**src/rtl/dec_sched.sv**
```systemverilog
// dec_sched: shares one 64-bit one-hot decoder between N_REQ requesters.
// A round-robin arbiter issues one index per cycle to the decoder. The
// requester id of each issue is queued in a tag FIFO so the in-order
// decoder results can be routed back to their owners. Credits are bounded
// by MAX_OUT outstanding operations.
module dec_sched #(
  parameter int N_REQ   = 4,
  parameter int MAX_OUT = 4,
  localparam int IDW    = (N_REQ > 1) ? $clog2(N_REQ) : 1
) (
  input  logic               clk_i,
  input  logic               rst_i,
  input  logic [N_REQ-1:0]   req_valid_i,
  input  logic [6*N_REQ-1:0] req_data_i,
  output logic [N_REQ-1:0]   req_ready_o,
  output logic [5:0]         dec_data_o,
  output logic               dec_valid_o,
  input  logic [63:0]        dec_data_i,
  input  logic               dec_valid_i,
  output logic               resp_valid_o,
  output logic [IDW-1:0]     resp_id_o,
  output logic [63:0]        resp_data_o,
  output logic               busy_o,
  output logic               err_o
);

  localparam int CW = $clog2(MAX_OUT + 1);
  localparam int PW = (MAX_OUT > 1) ? $clog2(MAX_OUT) : 1;

  logic [IDW-1:0] ptr_q, ptr_d;
  logic [CW-1:0]  cnt_q, cnt_d;
  logic [PW-1:0]  wr_ptr_q, wr_ptr_d;
  logic [PW-1:0]  rd_ptr_q, rd_ptr_d;
  logic [IDW-1:0] tag_mem_q [MAX_OUT];

  logic           dec_valid_q;
  logic [5:0]     dec_data_q, dec_data_d;
  logic           resp_valid_q;
  logic [IDW-1:0] resp_id_q, resp_id_d;
  logic [63:0]    resp_data_q, resp_data_d;
  logic           busy_q;
  logic           err_q;

  logic           found;
  logic [IDW-1:0] gnt_idx;
  logic [IDW:0]   cand;
  logic [5:0]     gnt_data;
  logic           can_issue;
  logic           xfer;
  logic           pop;
  logic           spurious;

  // Round-robin search: first valid requester at or above ptr, wrapping.
  // The candidate index carries one extra bit so the wrap compare cannot
  // overflow for any legal N_REQ.
  always_comb begin
    found   = 1'b0;
    gnt_idx = '0;
    cand    = '0;
    for (int i = 0; i < N_REQ; i++) begin
      cand = {1'b0, ptr_q} + (IDW+1)'(i);
      if (cand >= (IDW+1)'(N_REQ)) begin
        cand = cand - (IDW+1)'(N_REQ);
      end
      if (!found && req_valid_i[cand[IDW-1:0]]) begin
        found   = 1'b1;
        gnt_idx = cand[IDW-1:0];
      end
    end
  end

  // Select the granted requester's index field.
  always_comb begin
    gnt_data = '0;
    for (int i = 0; i < N_REQ; i++) begin
      if (gnt_idx == IDW'(i)) begin
        gnt_data = req_data_i[6*i +: 6];
      end
    end
  end

  // A full credit count blocks every grant; a result returning in the same
  // cycle does not free a credit until the next cycle.
  assign can_issue   = !rst_i && found && (cnt_q < CW'(MAX_OUT));
  assign req_ready_o = can_issue ? (N_REQ'(1) << gnt_idx) : '0;
  assign xfer        = can_issue;
  assign pop         = dec_valid_i && (cnt_q != '0);
  assign spurious    = dec_valid_i && (cnt_q == '0);

  // Next-state for pointers, credit counter and output holding registers.
  always_comb begin
    ptr_d       = ptr_q;
    cnt_d       = cnt_q;
    wr_ptr_d    = wr_ptr_q;
    rd_ptr_d    = rd_ptr_q;
    dec_data_d  = dec_data_q;
    resp_id_d   = resp_id_q;
    resp_data_d = resp_data_q;

    if (xfer) begin
      ptr_d      = (gnt_idx == IDW'(N_REQ - 1)) ? '0 : gnt_idx + IDW'(1);
      wr_ptr_d   = (wr_ptr_q == PW'(MAX_OUT - 1)) ? '0 : wr_ptr_q + PW'(1);
      dec_data_d = gnt_data;
    end

    if (pop) begin
      rd_ptr_d    = (rd_ptr_q == PW'(MAX_OUT - 1)) ? '0 : rd_ptr_q + PW'(1);
      resp_id_d   = tag_mem_q[rd_ptr_q];
      resp_data_d = dec_data_i;
    end

    case ({xfer, pop})
      2'b10:   cnt_d = cnt_q + CW'(1);
      2'b01:   cnt_d = cnt_q - CW'(1);
      default: cnt_d = cnt_q;
    endcase
  end

  // State and output registers with synchronous reset.
  always_ff @(posedge clk_i) begin
    if (rst_i) begin
      ptr_q        <= '0;
      cnt_q        <= '0;
      wr_ptr_q     <= '0;
      rd_ptr_q     <= '0;
      dec_valid_q  <= 1'b0;
      dec_data_q   <= '0;
      resp_valid_q <= 1'b0;
      resp_id_q    <= '0;
      resp_data_q  <= '0;
      busy_q       <= 1'b0;
      err_q        <= 1'b0;
    end else begin
      ptr_q        <= ptr_d;
      cnt_q        <= cnt_d;
      wr_ptr_q     <= wr_ptr_d;
      rd_ptr_q     <= rd_ptr_d;
      dec_valid_q  <= xfer;
      dec_data_q   <= dec_data_d;
      resp_valid_q <= pop;
      resp_id_q    <= resp_id_d;
      resp_data_q  <= resp_data_d;
      busy_q       <= (cnt_d != '0);
      err_q        <= err_q | spurious;
    end
  end

  // Tag storage needs no reset: entries are only read after being written.
  always_ff @(posedge clk_i) begin
    if (xfer) begin
      tag_mem_q[wr_ptr_q] <= gnt_idx;
    end
  end

  assign dec_valid_o  = dec_valid_q;
  assign dec_data_o   = dec_data_q;
  assign resp_valid_o = resp_valid_q;
  assign resp_id_o    = resp_id_q;
  assign resp_data_o  = resp_data_q;
  assign busy_o       = busy_q;
  assign err_o        = err_q;

  // Structural invariants of the arbiter and credit counter.
  a_ready_onehot: assert property (@(posedge clk_i) disable iff (rst_i)
    $onehot0(req_ready_o));
  a_cnt_bound: assert property (@(posedge clk_i) disable iff (rst_i)
    cnt_q <= CW'(MAX_OUT));
  a_ready_valid: assert property (@(posedge clk_i) disable iff (rst_i)
    (req_ready_o & ~req_valid_i) == '0);

endmodule

```
**config.mk**
```make
export PLATFORM = sky130hd
export DESIGN_NAME = dec_sched
export DESIGN_NICKNAME = d
export VERILOG_FILES = /design/src/rtl/dec_sched.sv
export SDC_FILE = /design/constraint.sdc
export NUM_CORES = 1
export LEC_CHECK = 0
export ABC_AREA = 1
export CAP_MARGIN = 5
export CELL_PAD_IN_SITES_DETAIL_PLACEMENT = 0
export CELL_PAD_IN_SITES_GLOBAL_PLACEMENT = 1
export CORE_MARGIN = 4
export CORE_UTILIZATION = 43
export DETAILED_ROUTE_END_ITERATION = 8
export DONT_BUFFER_PORTS = 1
export PLACE_DENSITY_LB_ADDON = 0.1
export SLEW_MARGIN = 40
export SYNTH_ARGS = -nofsm -noshare
export SYNTH_HDL_FRONTEND = slang
export SYNTH_SLANG_ARGS = --single-unit
export TNS_END_PERCENT = 30
```
**constraint.sdc**
```tcl
create_clock -name clk_i -period 2.75 [get_ports clk_i]
set_input_delay 0.275 -clock clk_i [delete_from_list [all_inputs] [get_ports clk_i]]
set_output_delay 0.275 -clock clk_i [all_outputs]
set_load 0.01 [all_outputs]
```
==> load_flow_metrics.sql, run 1 <==
INSERT INTO impl_metrics (metric_group, metric, value, unit) VALUES
('worst_setup_path', 'setup.worst_path.class', 'register to output port', ''),
('route', 'postRouteAntennaNets', '0', ''),
('route', 'routed_wire_length_per_instance', '14.7', 'µm'),
('timing', 'unrepaired_setup_endpoints_after_global_routing', 'no', ''),
('timing', 'worst-slew-pin-transition', '0.679', 'ns'),
('floorplan', 'ios', '175', ''),
('status', 'outcome', 'complete, no violations', ''),
('yosys', 'post-synth-top-area-fraction', '0.431', ''),
('timing', 'final.setup.worst_slack', '0.222', 'ns'),
('clock_network', 'ctsLongestPathBuffers', '2', ''),
('timing', 'relSlewSlack', '0.548', ''),
('global_routing', 'groute.usage.overall', '0.170', ''),
('finish', 'layout.filler_cells', '913', ''),
('clock_network', 'cts.clk_slew.worst_paths', '0.09', 'ns'),
('yosys', 'synthesized_area_per_cell', '7.39', 'µm²'),
('timing', 'share_of_the_clock_period_used_by_the_worst_path_after_layout', '0.919', ''),
('global_routing', 'sum_of_overflow_across_all_layers_after_global_routing', '0', ''),
('clock_network', 'clk_lat_worst_skew', '0.36', 'ns'),
('run', 'timing.max_cap.violations', '0', ''),
('floorplan', 'floorplan.die_area', '10800', 'µm²'),
('route', 'drt-pass1-iter-count', '4', ''),
('worst_setup_path', 'worstPathMaxFanout', '13', ''),
('worst_setup_path', 'r2r_cells', '18', ''),
('route', 'via_count', '3302', ''),
('route', 'wirelength', '9.42', 'mm'),
('yosys', 'yosysSeqAreaShare', '0.491', ''),
('placement', 'placement.io_buffers', '0', ''),
('timing', 'timing.final.setup_violations', '0', ''),
('global_routing', 'grt_pass1_wl', '15.2', 'mm'),
('yosys', 'synthArstFlopShare', '0', ''),
('power', 'cellLeakagePower', '1.83', 'nW'),
('clock_network', 'ctsHtreeMaxLevel', '3', ''),
('timing', 'totalNegativeSetupSlack', '0', 'ns'),
('floorplan', 'floorplan.rows', '34', ''),
('floorplan', 'floorplan.die.height', '104', 'µm'),
('yosys', 'synth.cells.most_frequent', '166 x sky130_fd_sc_hd__nor2_1, 85 x sky130_fd_sc_hd__dfxtp_1, 79 x sky130_fd_sc_hd__o21ai_0', ''),
('global_routing', 'grt_antenna_before_repair', '0', ''),
('route', 'drc_errors', '0', ''),
('global_routing', 'grt_max_degree', '79', ''),
('power', 'power_density', '1380', 'nW/µm²'),
('worst_setup_path', 'critical_path_required', '2.48', 'ns'),
('clock_network', 'tritoncts', 'done', ''),
('yosys', 'synth_top_cell_by_area', 'sky130_fd_sc_hd__dfxtp_1', ''),
('finish', 'post_route_cells_drive_above_1_share', '0.0957', ''),
('placement', 'dpl-instance-area', '4030', 'µm²'),
('clock_network', 'cts_setup_buffers', '0', ''),
('placement', 'dpl.hpwl', '6.58', 'mm'),
('floorplan', 'die_width', '104', 'µm'),
('clock_network', 'cts.sinks', '93', ''),
('timing', 'max_clock_freq', '396', 'MHz'),
('timing', 'final_period_minus_worst_setup_slack', '2.53', 'ns'),
('yosys', 'mappedNetlistNets', '641', ''),
('hold_path', 'min_path_cells', '2', ''),
('placement', 'worst_slack_after_detailed_placement', '0.113', 'ns'),
('finish', 'antenna_cells', '0', ''),
('worst_setup_path', 'arrival_time_of_the_worst_setup_path', '2.25', 'ns'),
('route', 'routed_via_count_divided_by_cell_count', '5.15', ''),
('worst_setup_path', 'crit_path_start_kind', 'register', ''),
('timing', 'fin_skew', '0.0129', 'ns'),
('yosys', 'most_frequent_cell_after_synthesis', 'sky130_fd_sc_hd__nor2_1', ''),
('yosys', 'syn-cell-area', '3950', 'µm²'),
('worst_setup_path', 'critPathCaptureType', 'output port', ''),
('clock_network', 'ctsRootBufferMaster', 'sky130_fd_sc_hd__clkbuf_8', ''),
('finish', 'areaGrowthSynthToFinish', '8.01', '%'),
('yosys', 'synth_top_cells_by_area', 'sky130_fd_sc_hd__dfxtp_1 43%, sky130_fd_sc_hd__nor2_1 16%, sky130_fd_sc_hd__o21ai_0 10%, sky130_fd_sc_hd__nand2_1 6.9%, sky130_fd_sc_hd__edfxtp_1 6.1%', ''),
('hold_path', 'timing.hold.worst.class', 'input pin to register', ''),
('timing', 'timing.final.max_slew_violations', '0', ''),
('finish', 'stdcell_area', '4270', 'µm²'),
('timing', 'final-hold-violation-count', '0', ''),
('yosys', 'synth-main-ff-cell', 'sky130_fd_sc_hd__dfxtp_1', ''),
('finish', 'final_net_count', '634', '');
## flip-flops by register name, summed over array words and instances (netlist names), 2 cells and up
signal	count
cnt_q	3
dec_data_o	6
ptr_q	2
rd_ptr_q	2
resp_data_o	64
resp_id_o	2
tag_mem_q	8
wr_ptr_q	2
## power breakdown
group,switching (mW),internal (mW)
sequential,0.570,1.94
combinational,1.53,0.901
clock,0.487,0.480
## per-layer routing
metal / up-vias / share of wire / track usage
li1: 1687 / - / -
met1: 1474 / 0.41 / 0.197
met2: 127 / 0.49 / 0.291
met3: 14 / 0.080 / 0.0540
met4: 0 / 0.017 / 0.0665
met5: - / 0 / 0
## kinds of logic (layout without fill, tap and decap cells)
family	Yosys count	in the layout	synth area share
AOI/OAI and AO/OA	101	101	0.129
xor gates and xnor gates	2	2	0.00443
adders and majority gates	11	11	0.0367
buffers and inverters	58	56	0.0614
DFF	93	93	0.491
and+or+nand+nor	270	270	0.277
## critical path, stage by stage (launching register included)
cell and delay (ns):
sky130_fd_sc_hd__dfxtp_4 0.40, sky130_fd_sc_hd__inv_6 0.09, sky130_fd_sc_hd__nand2_1 0.08, sky130_fd_sc_hd__nand3_1 0.11, sky130_fd_sc_hd__nand2_2 0.09, sky130_fd_sc_hd__nor2_4 0.16
sky130_fd_sc_hd__nand3_4 0.10, sky130_fd_sc_hd__nand3_1 0.17, sky130_fd_sc_hd__inv_1 0.09, sky130_fd_sc_hd__buf_4 0.16, sky130_fd_sc_hd__ha_1 0.20, sky130_fd_sc_hd__inv_2 0.14
sky130_fd_sc_hd__nor2_1 0.10
## worst paths after layout
check / from / to / slack (ns)
hold / removal: dec_data_i[55] / resp_data_o[55] / 0.08
hold reg to reg: err_o / err_o / 0.52
setup reg to reg: ptr_q[0] / dec_data_o[5] / 0.32
setup / recovery: ptr_q[0] / req_ready_o[3] / 0.22
## what timing repair did
action	CTS	global route
hold buffers	1	0
setup endpoints to repair	2	9
resized for setup	1	7
endpoints found under the hold margin	6	0
## final cells by class
type,instances,area (µm²),area share
Timing Repair Buffer,9,70.1,0.0164
Sequential cell,93,1950,0.456
Inverter,31,121,0.0284
Tap cell,108,135,0.0317
Clock buffer,11,151,0.0355
Multi-Input combinational cell,384,1780,0.417
Clock inverter,5,65.1,0.0152
## layout by cell type, fill, tap and decap left out, drive strengths merged
master       instances
nand2               78
a31oi                3
buf                  8
nand3b               1
ha                  10
or2                  6
xor2                 2
dfxtp               85
nand4                2
dlygate4sd3          1
clkinv               2
a21oi               17
fa                   1
o21ai               81
bufinv               1
clkbuf              11
nor2               167
nand3               16
inv                 33
edfxtp               8
## per-stage QoR
step | hold WS, ns | cells | power, mW | utilization
4_1_cts | 0.0552 | 641 | 5.97 | 0.481
5_1_grt | 0.0698 | 641 | 6.50 | 0.482
3_5_place_dp | 0.349 | 624 | 4.98 | 0.455
6_report | 0.0798 | 641 | 5.91 | 0.482
2_1_floorplan | 0.344 | 535 | 4.42 | -
3_3_place_gp | 0.345 | 624 | 4.94 | 0.455
Note: power is estimated with default switching activity, not from simulation.
==> run 2: changes to the inputs <==
--- a/config.mk
+++ b/config.mk
@@ -7,13 +7,10 @@
 export LEC_CHECK = 0
 export ABC_AREA = 1
 export CAP_MARGIN = 5
-export CELL_PAD_IN_SITES_DETAIL_PLACEMENT = 0
-export CELL_PAD_IN_SITES_GLOBAL_PLACEMENT = 1
 export CORE_MARGIN = 4
-export CORE_UTILIZATION = 43
+export CORE_UTILIZATION = 45
 export DETAILED_ROUTE_END_ITERATION = 8
 export DONT_BUFFER_PORTS = 1
-export PLACE_DENSITY_LB_ADDON = 0.1
 export SLEW_MARGIN = 40
 export SYNTH_ARGS = -nofsm -noshare
 export SYNTH_HDL_FRONTEND = slang
==> run 2 against run 1 <==
Effect of this change:
- worst setup slack got worse by 0.016 ns
- die area decreased by 4.1%
- flip-flop and latch count unchanged
- count of clock-buffer cells in the layout unchanged
- total power decreased by 1.7%
- critical path depth unchanged
- via count about the same
- maximum frequency decreased by 0.63%
- clock skew decreased by 0.0017 ns
- highest routed layer unchanged
==> load_flow_metrics.sql, run 2 (synthesis results as in run 1) <==
INSERT INTO impl_metrics (metric_group, metric, value, unit) VALUES
('status', 'outcome', 'complete, no violations', ''),
('placement', 'placement.io_buffers', '0', ''),
('finish', 'post_layout_nonfiller_instances', '636', ''),
('worst_setup_path', 'arrival_time_of_the_worst_setup_path', '2.27', 'ns'),
('worst_setup_path', 'crit_path_start_kind', 'register', ''),
('route', 'drc_errors', '0', ''),
('finish', 'layout.filler_cells', '851', ''),
('floorplan', 'design.core.area', '8380', 'µm²'),
('timing', 'max_clock_freq', '393', 'MHz'),
('finish', 'final_common_cell', 'sky130_fd_sc_hd__nor2_1', ''),
('global_routing', 'sum_of_overflow_across_all_layers_after_global_routing', '0', ''),
('finish', 'largest_register_ff_count', '64', ''),
('placement', 'globalplace.congestion', '0.847', ''),
('route', 'drt-pass1-iter-count', '4', ''),
('finish', 'antenna_cells', '0', ''),
('timing', 'share_of_the_clock_period_used_by_the_worst_path_after_layout', '0.925', ''),
('worst_setup_path', 'critical_path.reg2reg.endpoint', 'dec_data_o[4]', ''),
('placement', 'dpl.hpwl', '6.40', 'mm'),
('route', 'routed_via_count_divided_by_cell_count', '5.19', ''),
('timing', 'final.setup.worst_slack', '0.206', 'ns'),
('timing', 'final_period_minus_worst_setup_slack', '2.54', 'ns'),
('finish', 'post_route_cells_drive_above_1_share', '0.0923', ''),
('route', 'routed_wire_length_per_instance', '14.3', 'µm'),
('clock_network', 'numCtsBuffers', '9', ''),
('route', 'postRouteAntennaNets', '0', ''),
('timing', 'relSlewSlack', '0.549', ''),
('timing', 'fin_skew', '0.0112', 'ns'),
('timing', 'finalHoldWorstSlack', '0.0920', 'ns'),
('worst_setup_path', 'critical_path.reg2reg.startpoint', 'ptr_q[1]', ''),
('global_routing', 'grt_max_degree', '79', ''),
('clock_network', 'cts.sinks', '93', ''),
('hold_path', 'hold_start', 'dec_data_i[6]', ''),
('timing', 'timing.final.max_slew_violations', '0', ''),
('worst_setup_path', 'setup.worst_path.class', 'register to output port', ''),
('worst_setup_path', 'critPathCaptureType', 'output port', ''),
('route', 'initialDrtViolationCount', '109', ''),
('global_routing', 'grt_pass1_wl', '14.1', 'mm'),
('worst_setup_path', 'cp-endpoint', 'req_ready_o[1]', ''),
('power', 'power_density', '1370', 'nW/µm²'),
('worst_setup_path', 'critical_path_required', '2.48', 'ns'),
('power', 'post-layout-total-power', '5.81', 'mW'),
('global_routing', 'groute.usage.overall', '0.170', ''),
('clock_network', 'tritoncts', 'done', ''),
('finish', 'most-common-layout-cells', '163 x sky130_fd_sc_hd__nor2_1, 84 x sky130_fd_sc_hd__dfxtp_1, 79 x sky130_fd_sc_hd__o21ai_0', ''),
('timing', 'final-hold-violation-count', '0', ''),
('timing', 'timing.final.setup_violations', '0', ''),
('run', 'timing.max_cap.violations', '0', ''),
('floorplan', 'floorplan.rows', '33', ''),
('finish', 'final_net_count', '632', ''),
('global_routing', 'grt_antenna_before_repair', '0', ''),
('power', 'largest_voltage_drop_on_the_vdd_net', '0.771', 'mV'),
('worst_setup_path', 'worst_setup_path_startpoint', 'ptr_q[0]', ''),
('timing', 'worst-slew-pin-transition', '0.676', 'ns'),
('clock_network', 'ctsRootBufferMaster', 'sky130_fd_sc_hd__clkbuf_8', ''),
('timing', 'totalNegativeSetupSlack', '0', 'ns'),
('worst_setup_path', 'worstPathMaxFanout', '10', ''),
('route', 'via_count', '3301', ''),
('clock_network', 'clk_lat_worst_skew', '0.34', 'ns'),
('floorplan', 'die_width', '102', 'µm'),
('finish', 'areaGrowthSynthToFinish', '6.97', '%'),
('floorplan', 'ios', '175', ''),
('timing', 'unrepaired_setup_endpoints_after_global_routing', 'yes', ''),
('global_routing', 'first_global_vias', '3088', ''),
('floorplan', 'effective_utilization_at_floorplan', '0.471', ''),
('worst_setup_path', 'r2r_cells', '19', ''),
('route', 'wirelength', '9.08', 'mm'),
('hold_path', 'timing.hold.worst.class', 'input pin to register', ''),
('placement', 'dp_cells', '619', ''),
('floorplan', 'floorplan.die_area', '10300', 'µm²'),
('worst_setup_path', 'rrSetupSlack', '0.36', 'ns'),
('clock_network', 'ctsLongestPathBuffers', '2', ''),
('clock_network', 'ctsHtreeMaxLevel', '3', ''),
('floorplan', 'floorplan.die.height', '102', 'µm'),
('clock_network', 'cts.clk_slew.worst_paths', '0.09', 'ns'),
('power', 'cellLeakagePower', '1.80', 'nW'),
('placement', 'worst_slack_after_detailed_placement', '0.0814', 'ns');
==> run 2: cell count changes in the layout (fill, tap and decap cells not counted), sizes merged <==
cell      delta
clkinvlp     +1
buf          -2
bufinv       -1
==> run 2: metrics by stage <==
stage	util	instance area [µm²]
after floorplan	-	3950
after global placement	0.478	4010
after detailed placement	0.478	4010
after CTS	0.502	4200
after global routing	0.504	4230
final	0.504	4230
==> run 2: metal layers <==
metal  GRT usage  wire length [µm]  up-vias
li1            -                 -     1679
met1       0.187              3700     1485
met2       0.304              4330      124
met3      0.0551               901       13
met4      0.0644               153        0
met5           0                 0        -
==> run 2: final cells by class <==
cell class / count / area (µm²) / share of cell area
Sequential cell: 93 / 1950 / 0.460
Multi-Input combinational cell: 384 / 1790 / 0.423
Clock buffer: 11 / 141 / 0.0335
Tap cell: 105 / 131 / 0.0311
Inverter: 31 / 121 / 0.0287
Timing Repair Buffer: 7 / 55.1 / 0.0130
Clock inverter: 5 / 42.5 / 0.0101
==> run 2: power breakdown <==
| group | switching [mW] | internal [mW] |
|---|---|---|
| registers | 0.569 | 1.94 |
| clock network | 0.473 | 0.364 |
| logic | 1.57 | 0.896 |
==> run 2: critical path: stages (launching register included) <==
cell	delay [ns]
sky130_fd_sc_hd__dfxtp_4	0.43
sky130_fd_sc_hd__inv_6	0.06
sky130_fd_sc_hd__nand2_1	0.07
sky130_fd_sc_hd__nand2_1	0.06
sky130_fd_sc_hd__o21ai_1	0.20
sky130_fd_sc_hd__inv_1	0.13
sky130_fd_sc_hd__nand3_4	0.12
sky130_fd_sc_hd__nand3_2	0.12
sky130_fd_sc_hd__inv_2	0.12
sky130_fd_sc_hd__ha_1	0.22
sky130_fd_sc_hd__buf_4	0.17
sky130_fd_sc_hd__inv_1	0.04
sky130_fd_sc_hd__nor2_1	0.18
==> run 2: timing repair <==
item / 4_1_cts / 5_1_grt
setup endpoints to repair: 3 / 9
endpoints found under the hold margin: 6 / 0
hold buffers: 1 / 0
gates resized for setup: 1 / 9
gates cloned: 0 / 0
buffers inserted: 0 / 0
==> run 2: worst min-delay path by stage <==
stage	cells past startpoint	end
CTS	2	err_o
global route	2	resp_data_o[49]
detailed placement	1	err_o
floorplan	1	err_o
finish	2	resp_data_o[6]
global placement	1	err_o
==> run 3: changes to the inputs <==
--- a/config.mk
+++ b/config.mk
@@ -8,9 +8,10 @@
 export ABC_AREA = 1
 export CAP_MARGIN = 5
 export CORE_MARGIN = 4
-export CORE_UTILIZATION = 45
+export CORE_UTILIZATION = 60
 export DETAILED_ROUTE_END_ITERATION = 8
 export DONT_BUFFER_PORTS = 1
+export PLACE_DENSITY = 0.76
 export SLEW_MARGIN = 40
 export SYNTH_ARGS = -nofsm -noshare
 export SYNTH_HDL_FRONTEND = slang
==> run 3 against run 2 <==
Effect of this change:
- non-clock buffer count did not move
- critical path type unchanged
- global-route usage increased by 4.6 points
- critical path depth is 1 higher
- combinational power hardly changed
- sequential share of layout area grew 0.52 points
==> load_flow_metrics.sql, run 3 (synthesis results as in run 1) <==
INSERT INTO impl_metrics (metric_group, metric, value, unit) VALUES
('status', 'outcome', 'complete, no violations', ''),
('global_routing', 'first_global_vias', '2998', ''),
('finish', 'antenna_cells', '0', ''),
('hold_path', 'timing.hold.worst.class', 'input pin to register', ''),
('finish', 'final_common_cell', 'sky130_fd_sc_hd__nor2_1', ''),
('timing', 'unrepaired_setup_endpoints_after_global_routing', 'yes', ''),
('floorplan', 'ios', '175', ''),
('worst_setup_path', 'critical_path.reg2reg.startpoint', 'ptr_q[1]', ''),
('power', 'power_density', '1390', 'nW/µm²'),
('power', 'pwr-share-clk', '0.144', ''),
('clock_network', 'numCtsBuffers', '9', ''),
('global_routing', 'sum_of_overflow_across_all_layers_after_global_routing', '0', ''),
('global_routing', 'grt_pass1_wl', '13.4', 'mm'),
('worst_setup_path', 'critical_path_required', '2.48', 'ns'),
('placement', 'placement.io_buffers', '0', ''),
('route', 'routed_via_count_divided_by_cell_count', '5.45', ''),
('timing', 'max_clock_freq', '384', 'MHz'),
('clock_network', 'ctsHtreeMaxLevel', '3', ''),
('power', 'largest_voltage_drop_on_the_vdd_net', '1.01', 'mV'),
('worst_setup_path', 'critPathCaptureType', 'output port', ''),
('placement', 'globalplace.congestion', '0.913', ''),
('floorplan', 'design.core.area', '6390', 'µm²'),
('floorplan', 'floorplan.rows', '29', ''),
('timing', 'timing.final.setup_violations', '0', ''),
('clock_network', 'cts.sinks', '93', ''),
('clock_network', 'cts_setup_buffers', '0', ''),
('timing', 'final_period_minus_worst_setup_slack', '2.61', 'ns'),
('floorplan', 'floorplan.die.height', '89.2', 'µm'),
('clock_network', 'clk_lat_worst_skew', '0.35', 'ns'),
('clock_network', 'ctsLongestPathBuffers', '2', ''),
('worst_setup_path', 'setup.worst_path.class', 'register to output port', ''),
('global_routing', 'grt_max_degree', '79', ''),
('floorplan', 'die_width', '89.2', 'µm'),
('route', 'wirelength', '9.05', 'mm'),
('power', 'post-layout-total-power', '5.80', 'mW'),
('clock_network', 'cts.clk_slew.worst_paths', '0.09', 'ns'),
('timing', 'fin_skew', '0.00883', 'ns'),
('hold_path', 'min_path_cells', '2', ''),
('timing', 'final-hold-violation-count', '0', ''),
('power', 'power_switching', '2.62', 'mW'),
('finish', 'final_net_count', '632', ''),
('power', 'proportion_of_power_drawn_by_flip_flops_and_latches', '0.432', ''),
('route', 'via_count', '3316', ''),
('worst_setup_path', 'r2r_cells', '16', ''),
('timing', 'worst-slew-pin-transition', '0.667', 'ns'),
('finish', 'largest_register_ff_count', '64', ''),
('power', 'cellLeakagePower', '1.80', 'nW'),
('route', 'routed_wire_length_per_instance', '14.9', 'µm'),
('timing', 'timing.final.max_slew_violations', '0', ''),
('timing', 'relSlewSlack', '0.555', ''),
('finish', 'most-common-layout-cells', '164 x sky130_fd_sc_hd__nor2_1, 84 x sky130_fd_sc_hd__dfxtp_1, 79 x sky130_fd_sc_hd__o21ai_0', ''),
('floorplan', 'floorplan.die_area', '7950', 'µm²'),
('global_routing', 'grt_antenna_before_repair', '0', ''),
('finish', 'layout.filler_cells', '549', ''),
('power', 'pwr-share-comb', '0.423', ''),
('worst_setup_path', 'worstPathMaxFanout', '7', ''),
('hold_path', 'hold_start', 'dec_data_i[23]', ''),
('timing', 'share_of_the_clock_period_used_by_the_worst_path_after_layout', '0.948', ''),
('worst_setup_path', 'crit_path_start_kind', 'register', ''),
('power', 'p_int', '3.18', 'mW'),
('floorplan', 'effective_utilization_at_floorplan', '0.619', ''),
('worst_setup_path', 'arrival_time_of_the_worst_setup_path', '2.33', 'ns'),
('route', 'drt-pass1-iter-count', '4', ''),
('route', 'postRouteAntennaNets', '0', ''),
('clock_network', 'tritoncts', 'done', ''),
('route', 'drc_errors', '0', ''),
('clock_network', 'ctsRootBufferMaster', 'sky130_fd_sc_hd__clkbuf_8', ''),
('global_routing', 'groute.usage.overall', '0.216', ''),
('timing', 'finalHoldWorstSlack', '0.0817', 'ns'),
('worst_setup_path', 'worst_setup_path_startpoint', 'ptr_q[1]', ''),
('finish', 'post_route_cells_drive_above_1_share', '0.0885', ''),
('power', 'sw_frac_of_total', '0.451', ''),
('placement', 'dpl.hpwl', '6.44', 'mm'),
('route', 'initialDrtViolationCount', '106', ''),
('finish', 'areaGrowthSynthToFinish', '5.76', '%'),
('run', 'timing.max_cap.violations', '0', '');
[run 3: cell types whose count changed in the layout (fill, tap and decap cells not counted)]
cell                       change
sky130_fd_sc_hd__clkinv_1      +1
sky130_fd_sc_hd__nand3_1       +1
sky130_fd_sc_hd__clkinv_4      -1
sky130_fd_sc_hd__inv_8         +1
sky130_fd_sc_hd__inv_2         -1
sky130_fd_sc_hd__inv_6         -1
sky130_fd_sc_hd__nand3_2       -1
sky130_fd_sc_hd__clkbuf_1      -1
sky130_fd_sc_hd__clkinv_2      +2
sky130_fd_sc_hd__nor2_4        -1
sky130_fd_sc_hd__nor2_1        +1
[run 3: metal layers]
metal | GRT usage | vias up | part of all wire
li1 | - | 1679 | -
met1 | 0.238 | 1477 | 0.37
met2 | 0.388 | 149 | 0.51
met3 | 0.0710 | 11 | 0.11
met4 | 0.0731 | 0 | 0.011
met5 | 0 | - | 0
[run 3: layout make-up]
cell class | instances | area [µm²] | share of cell area
Multi-Input combinational cell | 384 | 1780 | 0.425
Tap cell | 77 | 96.3 | 0.0231
Sequential cell | 93 | 1950 | 0.466
Timing Repair Buffer | 7 | 55.1 | 0.0132
Clock buffer | 10 | 138 | 0.0329
Inverter | 31 | 121 | 0.0290
Clock inverter | 6 | 46.3 | 0.0111
[run 3: worst paths after layout]
path	to	slack (ns)
worst max-delay path	req_ready_o[2]	0.14
worst min-delay path	resp_data_o[23]	0.08
worst max register to register	busy_o	0.23
worst min register to register	err_o	0.52
[run 3: what timing repair did]
action / 4_1_cts / 5_1_grt
setup endpoints to repair: 2 / 9
hold endpoints to repair: 6 / 0
hold buffers: 1 / 0
gates resized for setup: 1 / 6
gates cloned: 0 / 0
[run 3: critical path: stages (launching register included)]
cell and delay (ns):
sky130_fd_sc_hd__dfxtp_1 0.41, sky130_fd_sc_hd__inv_2 0.10, sky130_fd_sc_hd__nand2_1 0.08, sky130_fd_sc_hd__nand2_2 0.07
sky130_fd_sc_hd__nand2_1 0.09, sky130_fd_sc_hd__nand2_2 0.08, sky130_fd_sc_hd__nor2_4 0.14, sky130_fd_sc_hd__nand3_1 0.10
sky130_fd_sc_hd__nand3_1 0.09, sky130_fd_sc_hd__nand2_1 0.09, sky130_fd_sc_hd__inv_1 0.16, sky130_fd_sc_hd__ha_2 0.27
sky130_fd_sc_hd__inv_1 0.12, sky130_fd_sc_hd__nor2_2 0.17
[run 3: metrics by stage]
step	cells	utilization	setup slack (ns)	TNS, ns	cell area (µm²)
2_1_floorplan	535	-	0.281	0	3950
3_3_place_gp	591	0.622	0.211	0	3970
3_5_place_dp	591	0.622	0.0508	0	3970
4_1_cts	608	0.653	0.0204	0	4170
5_1_grt	608	0.654	-0.0621	-0.100	4180
6_report	608	0.654	0.143	0	4180
[run 3: power groups by stage]
stage | clock, mW | combinational, mW | sequential [mW]
after floorplan | 0 | 2.02 | 2.40
after global placement | 0 | 2.32 | 2.53
after detailed placement | 0 | 2.42 | 2.55
after CTS | 0.863 | 2.44 | 2.52
after global routing | 0.920 | 2.88 | 2.57
final | 0.838 | 2.46 | 2.51
